===== config.mk =====
export PLATFORM = sky130hd
export DESIGN_NAME = fu_load_buffer
export DESIGN_NICKNAME = d
export VERILOG_FILES = /design/src/rtl/fu_load_buffer.sv
export SDC_FILE = /design/constraint.sdc
export NUM_CORES = 1
export LEC_CHECK = 0
export CORE_MARGIN = 1.5
export CORE_UTILIZATION = 50
export CTS_CLUSTER_SIZE = 16
export DETAILED_ROUTE_END_ITERATION = 8
export PLACE_DENSITY = 0.72
export SLEW_MARGIN = 20
export SYNTH_ARGS = -nofsm -noshare
export SYNTH_HDL_FRONTEND = slang
export SYNTH_SLANG_ARGS = --single-unit
export TNS_END_PERCENT = 5

===== constraint.sdc =====
create_clock -name clk -period 27.1 [get_ports clk]
set_input_delay 5.42 -clock clk [delete_from_list [all_inputs] [get_ports clk]]
set_output_delay 5.42 -clock clk [all_outputs]
set_load 0.005 [all_outputs]

===== src/rtl/fu_load_buffer.sv =====
// rtl/fu_load_buffer.sv - non-blocking load unit with store forwarding and tagged cache access
// Entries move FREE->SQ->MEM->WAIT->DONE; the lowest-index entry wins each shared port.
module fu_load_buffer #(
  parameter int XLEN     = 32,
  parameter int LB_DEPTH = 4,
  parameter int ROB_W    = 5,
  parameter int PRS_W    = 6,
  parameter int SQ_W     = 3,
  localparam int IDX_W   = $clog2(LB_DEPTH),
  localparam int NB      = XLEN / 8
) (
  input  logic             clk,
  input  logic             rst,
  input  logic             issue_valid,
  output logic             issue_ready,
  input  logic [XLEN-1:0]  issue_base,
  input  logic [XLEN-1:0]  issue_imm,
  input  logic [2:0]       issue_funct3,
  input  logic [ROB_W-1:0] issue_rob,
  input  logic [PRS_W-1:0] issue_prs,
  input  logic [SQ_W-1:0]  issue_sq_tail,
  input  logic             flush,
  output logic             sq_req_valid,
  output logic [XLEN-1:0]  sq_req_addr,
  output logic [SQ_W-1:0]  sq_req_tail,
  input  logic             sq_resp_stall,
  input  logic [NB-1:0]    sq_resp_bytes,
  input  logic [XLEN-1:0]  sq_resp_data,
  output logic             dc_req_valid,
  output logic [XLEN-1:0]  dc_req_addr,
  output logic [IDX_W-1:0] dc_req_tag,
  input  logic             dc_req_ready,
  input  logic             dc_resp_valid,
  input  logic [IDX_W-1:0] dc_resp_tag,
  input  logic [XLEN-1:0]  dc_resp_data,
  output logic             cmp_valid,
  input  logic             cmp_ready,
  output logic [ROB_W-1:0] cmp_rob,
  output logic [PRS_W-1:0] cmp_prs,
  output logic [XLEN-1:0]  cmp_data,
  output logic             cmp_misaligned
);
  localparam int OFF_W = $clog2(NB);

  typedef enum logic [2:0] {S_FREE, S_SQ, S_MEM, S_WAIT, S_DONE, S_ZOMBIE} lb_state_e;

  lb_state_e        st_q   [LB_DEPTH], st_d   [LB_DEPTH];
  logic [XLEN-1:0]  addr_q [LB_DEPTH], addr_d [LB_DEPTH];
  logic [2:0]       f3_q   [LB_DEPTH], f3_d   [LB_DEPTH];
  logic [ROB_W-1:0] rob_q  [LB_DEPTH], rob_d  [LB_DEPTH];
  logic [PRS_W-1:0] prs_q  [LB_DEPTH], prs_d  [LB_DEPTH];
  logic [SQ_W-1:0]  sqt_q  [LB_DEPTH], sqt_d  [LB_DEPTH];
  logic [NB-1:0]    fwdb_q [LB_DEPTH], fwdb_d [LB_DEPTH];
  logic [XLEN-1:0]  data_q [LB_DEPTH], data_d [LB_DEPTH];
  logic             mis_q  [LB_DEPTH], mis_d  [LB_DEPTH];

  logic             free_hit, sq_hit, mem_hit, done_hit;
  logic [IDX_W-1:0] free_idx, sq_idx, mem_idx, done_idx;
  logic [LB_DEPTH-1:0] resp_hit;
  logic [XLEN-1:0]  issue_addr;

  function automatic logic [NB-1:0] use_bytes(input logic [2:0] f3, input logic [OFF_W-1:0] off);
    case (f3)
      3'b000, 3'b100: use_bytes = NB'(1) << off;
      3'b001, 3'b101: use_bytes = NB'(3) << (off & ~OFF_W'(1));
      default:        use_bytes = NB'(15) << (off & ~OFF_W'(3));
    endcase
  endfunction

  function automatic logic misaligned(input logic [2:0] f3, input logic [OFF_W-1:0] off);
    case (f3)
      3'b000, 3'b100: misaligned = 1'b0;
      3'b001, 3'b101: misaligned = off[0];
      default:        misaligned = (off[1:0] != 2'b00);
    endcase
  endfunction

  function automatic logic [XLEN-1:0] format_load(input logic [2:0] f3, input logic [OFF_W-1:0] off,
                                                  input logic [XLEN-1:0] d);
    logic [XLEN-1:0] sh;
    sh = d >> {off, 3'b000};
    case (f3)
      3'b000:  format_load = {{(XLEN-8){sh[7]}}, sh[7:0]};
      3'b100:  format_load = {{(XLEN-8){1'b0}}, sh[7:0]};
      3'b001:  format_load = {{(XLEN-16){sh[15]}}, sh[15:0]};
      3'b101:  format_load = {{(XLEN-16){1'b0}}, sh[15:0]};
      default: format_load = sh;
    endcase
  endfunction

  assign issue_addr = issue_base + issue_imm;

  // Descending scan so the lowest matching index is the one left standing.
  always_comb begin
    free_hit = 1'b0; sq_hit = 1'b0; mem_hit = 1'b0; done_hit = 1'b0;
    free_idx = '0;   sq_idx = '0;   mem_idx = '0;   done_idx = '0;
    for (int i = LB_DEPTH - 1; i >= 0; i--) begin
      if (st_q[i] == S_FREE) begin free_hit = 1'b1; free_idx = IDX_W'(i); end
      if (st_q[i] == S_SQ)   begin sq_hit   = 1'b1; sq_idx   = IDX_W'(i); end
      if (st_q[i] == S_MEM)  begin mem_hit  = 1'b1; mem_idx  = IDX_W'(i); end
      if (st_q[i] == S_DONE) begin done_hit = 1'b1; done_idx = IDX_W'(i); end
    end
  end

  assign issue_ready    = free_hit;
  assign sq_req_valid   = sq_hit;
  assign sq_req_addr    = sq_hit ? (addr_q[sq_idx] & ~XLEN'(NB - 1)) : '0;
  assign sq_req_tail    = sq_hit ? sqt_q[sq_idx] : '0;
  assign dc_req_valid   = mem_hit;
  assign dc_req_addr    = mem_hit ? (addr_q[mem_idx] & ~XLEN'(NB - 1)) : '0;
  assign dc_req_tag     = mem_hit ? mem_idx : '0;
  assign cmp_valid      = done_hit;
  assign cmp_rob        = done_hit ? rob_q[done_idx] : '0;
  assign cmp_prs        = done_hit ? prs_q[done_idx] : '0;
  assign cmp_misaligned = done_hit ? mis_q[done_idx] : 1'b0;
  assign cmp_data       = done_hit ? format_load(f3_q[done_idx], addr_q[done_idx][OFF_W-1:0], data_q[done_idx]) : '0;

  always_comb begin
    resp_hit = '0;
    for (int i = 0; i < LB_DEPTH; i++) begin
      resp_hit[i] = dc_resp_valid && (dc_resp_tag == IDX_W'(i));
      st_d[i] = st_q[i]; addr_d[i] = addr_q[i]; f3_d[i] = f3_q[i]; rob_d[i] = rob_q[i];
      prs_d[i] = prs_q[i]; sqt_d[i] = sqt_q[i]; fwdb_d[i] = fwdb_q[i]; data_d[i] = data_q[i];
      mis_d[i] = mis_q[i];
      case (st_q[i])
        S_SQ: if (sq_idx == IDX_W'(i) && !sq_resp_stall) begin
          fwdb_d[i] = sq_resp_bytes;
          data_d[i] = sq_resp_data;
          st_d[i] = ((use_bytes(f3_q[i], addr_q[i][OFF_W-1:0]) & ~sq_resp_bytes) == '0) ? S_DONE : S_MEM;
        end
        S_MEM: if (mem_idx == IDX_W'(i) && dc_req_ready) st_d[i] = S_WAIT;
        S_WAIT: if (resp_hit[i]) begin
          for (int b = 0; b < NB; b++)
            if (!fwdb_q[i][b]) data_d[i][8*b +: 8] = dc_resp_data[8*b +: 8];
          st_d[i] = S_DONE;
        end
        S_DONE: if (done_idx == IDX_W'(i) && cmp_ready) st_d[i] = S_FREE;
        S_ZOMBIE: if (resp_hit[i]) st_d[i] = S_FREE;
        default: ;
      endcase
      // Outstanding cache requests must drain before the tag can be reused.
      if (flush) begin
        if ((st_q[i] == S_WAIT || st_q[i] == S_ZOMBIE) && !resp_hit[i]) st_d[i] = S_ZOMBIE;
        else st_d[i] = S_FREE;
      end else if (issue_valid && free_hit && free_idx == IDX_W'(i)) begin
        addr_d[i] = issue_addr;
        f3_d[i]   = issue_funct3;
        rob_d[i]  = issue_rob;
        prs_d[i]  = issue_prs;
        sqt_d[i]  = issue_sq_tail;
        fwdb_d[i] = '0;
        data_d[i] = '0;
        mis_d[i]  = misaligned(issue_funct3, issue_addr[OFF_W-1:0]);
        st_d[i]   = mis_d[i] ? S_DONE : S_SQ;
      end
    end
  end

  always_ff @(posedge clk or posedge rst) begin
    if (rst) begin
      for (int i = 0; i < LB_DEPTH; i++) begin
        st_q[i] <= S_FREE; addr_q[i] <= '0; f3_q[i] <= '0; rob_q[i] <= '0; prs_q[i] <= '0;
        sqt_q[i] <= '0; fwdb_q[i] <= '0; data_q[i] <= '0; mis_q[i] <= 1'b0;
      end
    end else begin
      for (int i = 0; i < LB_DEPTH; i++) begin
        st_q[i] <= st_d[i]; addr_q[i] <= addr_d[i]; f3_q[i] <= f3_d[i]; rob_q[i] <= rob_d[i];
        prs_q[i] <= prs_d[i]; sqt_q[i] <= sqt_d[i]; fwdb_q[i] <= fwdb_d[i]; data_q[i] <= data_d[i];
        mis_q[i] <= mis_d[i];
      end
    end
  end
endmodule


==> impl_metrics.ini <==
[flow_run]
max_cap_violations = 0

[routing]
via_per_inst = 6.53
routedWlPerCell_um = 22.9
drt-initial-drc-count = 2434
wl_um = 73000
drc = 0
vias = 20800
ant_nets = 0
drt_first_pass_iters = 9

[placement]
globalplace.congestion = 0.951
post-dp-hpwl_um = 47200
dpl_cell_area_um2 = 23800
port_buffers = 271

[timing]
period_share_pct = 38.1
max_slew_margin_pct = 24.9
tightest_slew_ps = 1120
maxSlewViolCount = 0
grt_setup_unrepaired = false
min_period_ps = 10320
setup_viol = 0
fin_skew_ps = 13.9
final.setup.tns_ps = 0
fmax_mhz = 96.9
hold_slack_ps = 478
final_hold_viol_count = 0

[synthesis]
synth_edf_count = 0
synth_top_area_share_pct = 43.1
synth_seq_cells = 356
avgSynthCellArea_um2 = 8.46
ys_warn_count = 0
synth_flop_cell = dfrtp_1
yosysTopAreaCell = dfrtp_1
ys_async_sr_fraction_pct = 100
netlist_top_cells_area = dfrtp_1, nand2_1, a21oi_1, nor2_1, a222oi_1
synth_cell_type_count = 84
netlist_area_um2 = 20700
seq_area_frac_synth_pct = 43.1
synth_cells = 2445

[global_route]
grt_pass1_wl_um = 113000
antenna_found_initial = 13
grt_overflow = 0
grt_max_degree = 172
grtUsageTotal_pct = 34.1
grt_pass1_vias = 20300

[outcome]
status = finished clean

[floorplanning]
die_w_um = 206
boundaryPins = 276
core_area_um2 = 40800
fp.dieH_um = 206
die_area_um2 = 42600
start_util_pct = 50.7
rows = 74

[hold_path]
whs_path_depth = 2
hold_path_end = sqt_q[10]
min_from = sqt_q[10]
min_path_type = flop to flop

[clocking]
ctsResizeCount = 0
cts_max_level = 2
postCtsHoldBufs = 0
cts_inserted_buffers = 41
cts_setup_buffers = 0
path_clk_slew_ps = 60
cts_root_buf = clkbuf_16
clock_latency_ps = 550
cts_tree = done
clock-sinks = 356
cts_buffer_depth = 3

[setup_path]
path_class = flop to primary output
cp_slowest_stage_delay_ps = 820
reg2reg_depth = 6
cpMostUsedCell = nor2_1
rr_startpoint = st_q[4]
crit_buf_inv = 2
crit_arrival_ps = 4900
crit_chain = nor3b_2, nor4_2, buf_4, a221oi_1, nand2_1, nor4b_4, nor2_1, nor2_1, clkdlybuf4s50_1
critPathMaxFanout = 15
rrSetupSlack_ps = 23130
critPathLaunchType = flop
end_kind = primary output
worstReg2RegEnd = addr_q[62]
cp_top_family = simple AND/OR/NAND/NOR gates
critPathSlowestCell = nor3b_2
required_ps = 21680

[cells_and_area]
final_common_cell = nand2_1
final_util_pct = 61.7
fillers = 3493
area_growth_pct = 21.7
drive_above_1_share_pct = 7.73
final_net_count = 2815
final_cell_mix = nand2_1, dfrtp_1, clkdlybuf4s50_1
postLayoutCellArea_um2 = 25200

[pwr]
ir_drop_mv = 0.0869
power.leakage_uw = 0.0111
power_density_nw_per_um2 = 135
[synth_stat cells, types with 7 or more instances]
cell type,n
and3_1,8
nor2_1,254
mux2_2,51
a221oi_1,48
a22oi_1,45
o21ai_0,62
a21o_1,13
o21ai_1,21
o31ai_1,13
clkbuf_1,143
o211ai_1,7
buf_2,15
nand2_1,623
inv_1,31
nor4_1,15
o22ai_1,38
or3_1,10
xnor2_1,16
o221ai_1,10
o22a_1,9
nand4_1,7
nand3_1,20
xor2_1,12
nor2b_1,8
mux2i_1,70
a222oi_1,84
nand2b_1,15
buf_1,9
nor3_1,39
a21oi_1,195
ha_1,31
dfrtp_1,356
a311oi_1,31
a211oi_1,19
[power breakdown]
group	switching (µW)	internal [µW]
registers	192	766
clock network	230	346
logic	1050	807
[metal layers]
layer  part of all wire [%]  wire [µm]  vias to the layer above  global-route usage (%)
met4                    5.7       4130                       12                    19.8
met3                     10       7610                      284                    6.95
met5                  0.095         69                        -                       0
met1                     38      27900                     9994                    43.7
li1                       -          -                     9200                       -
met2                     46      33300                     1347                    53.4
[final cells by class]
cell class	count	area, µm²	share of cell area, %
antenna	7	17.5	0.0696
clock buffer	49	1100	4.35
clock inverter	22	283	1.12
inverter	33	131	0.522
multi-input combinational	1884	11100	44.0
sequential	356	8910	35.4
tap	532	666	2.64
timing repair buffer	308	3010	12.0
[worst register-to-register path, cell delays in order, from the launching register on]
cell	delay, ps
dfrtp_1	650
nor3_1	510
nor3b_1	540
and2_2	870
buf_4	730
mux2i_1	300
o311ai_0	190
[worst max path at each step]
stage | from | endpoint | slack (ps) | cells after the start
4_1_cts | st_q[4] | cmp_data[15] | 16720 | 10
3_5_place_dp | st_q[4] | cmp_data[15] | 17330 | 10
5_1_grt | st_q[11] | cmp_data[15] | 16540 | 9
3_3_place_gp | st_q[4] | cmp_data[15] | 17450 | 10
2_1_floorplan | rst | addr_q[0] | 11800 | 1
6_report | st_q[11] | cmp_data[15] | 16780 | 9
[metrics by stage]
step                      worst slack [ps]  power [µW]  std cells
after detailed placement             17330        2770       3112
after global placement               17450        2720       3112
after global routing                 16540        3600       3190
after CTS                            16720        3360       3183
final                                16780        3400       3191
after floorplan                      11800        2000       2448
[sequential cells by signal (all words and copies together), names as in the netlist]
signal  count
fwdb_q     16
prs_q      24
st_q       12
data_q    128
rob_q      20
sqt_q      12
mis_q       4
f3_q       12
addr_q    128
[cells by family after synthesis]
kind of cell / Yosys count / share of synthesized area (%)
buf+inv: 208 / 4.02
mux: 121 / 6.16
fa+ha+maj: 32 / 1.97
xor+xnor: 28 / 1.19
flops: 356 / 43.1
simple gates: 1050 / 21.4
other cells: 1 / 0.0181
compound gates: 649 / 22.1
(Power assumes the default switching activity.)
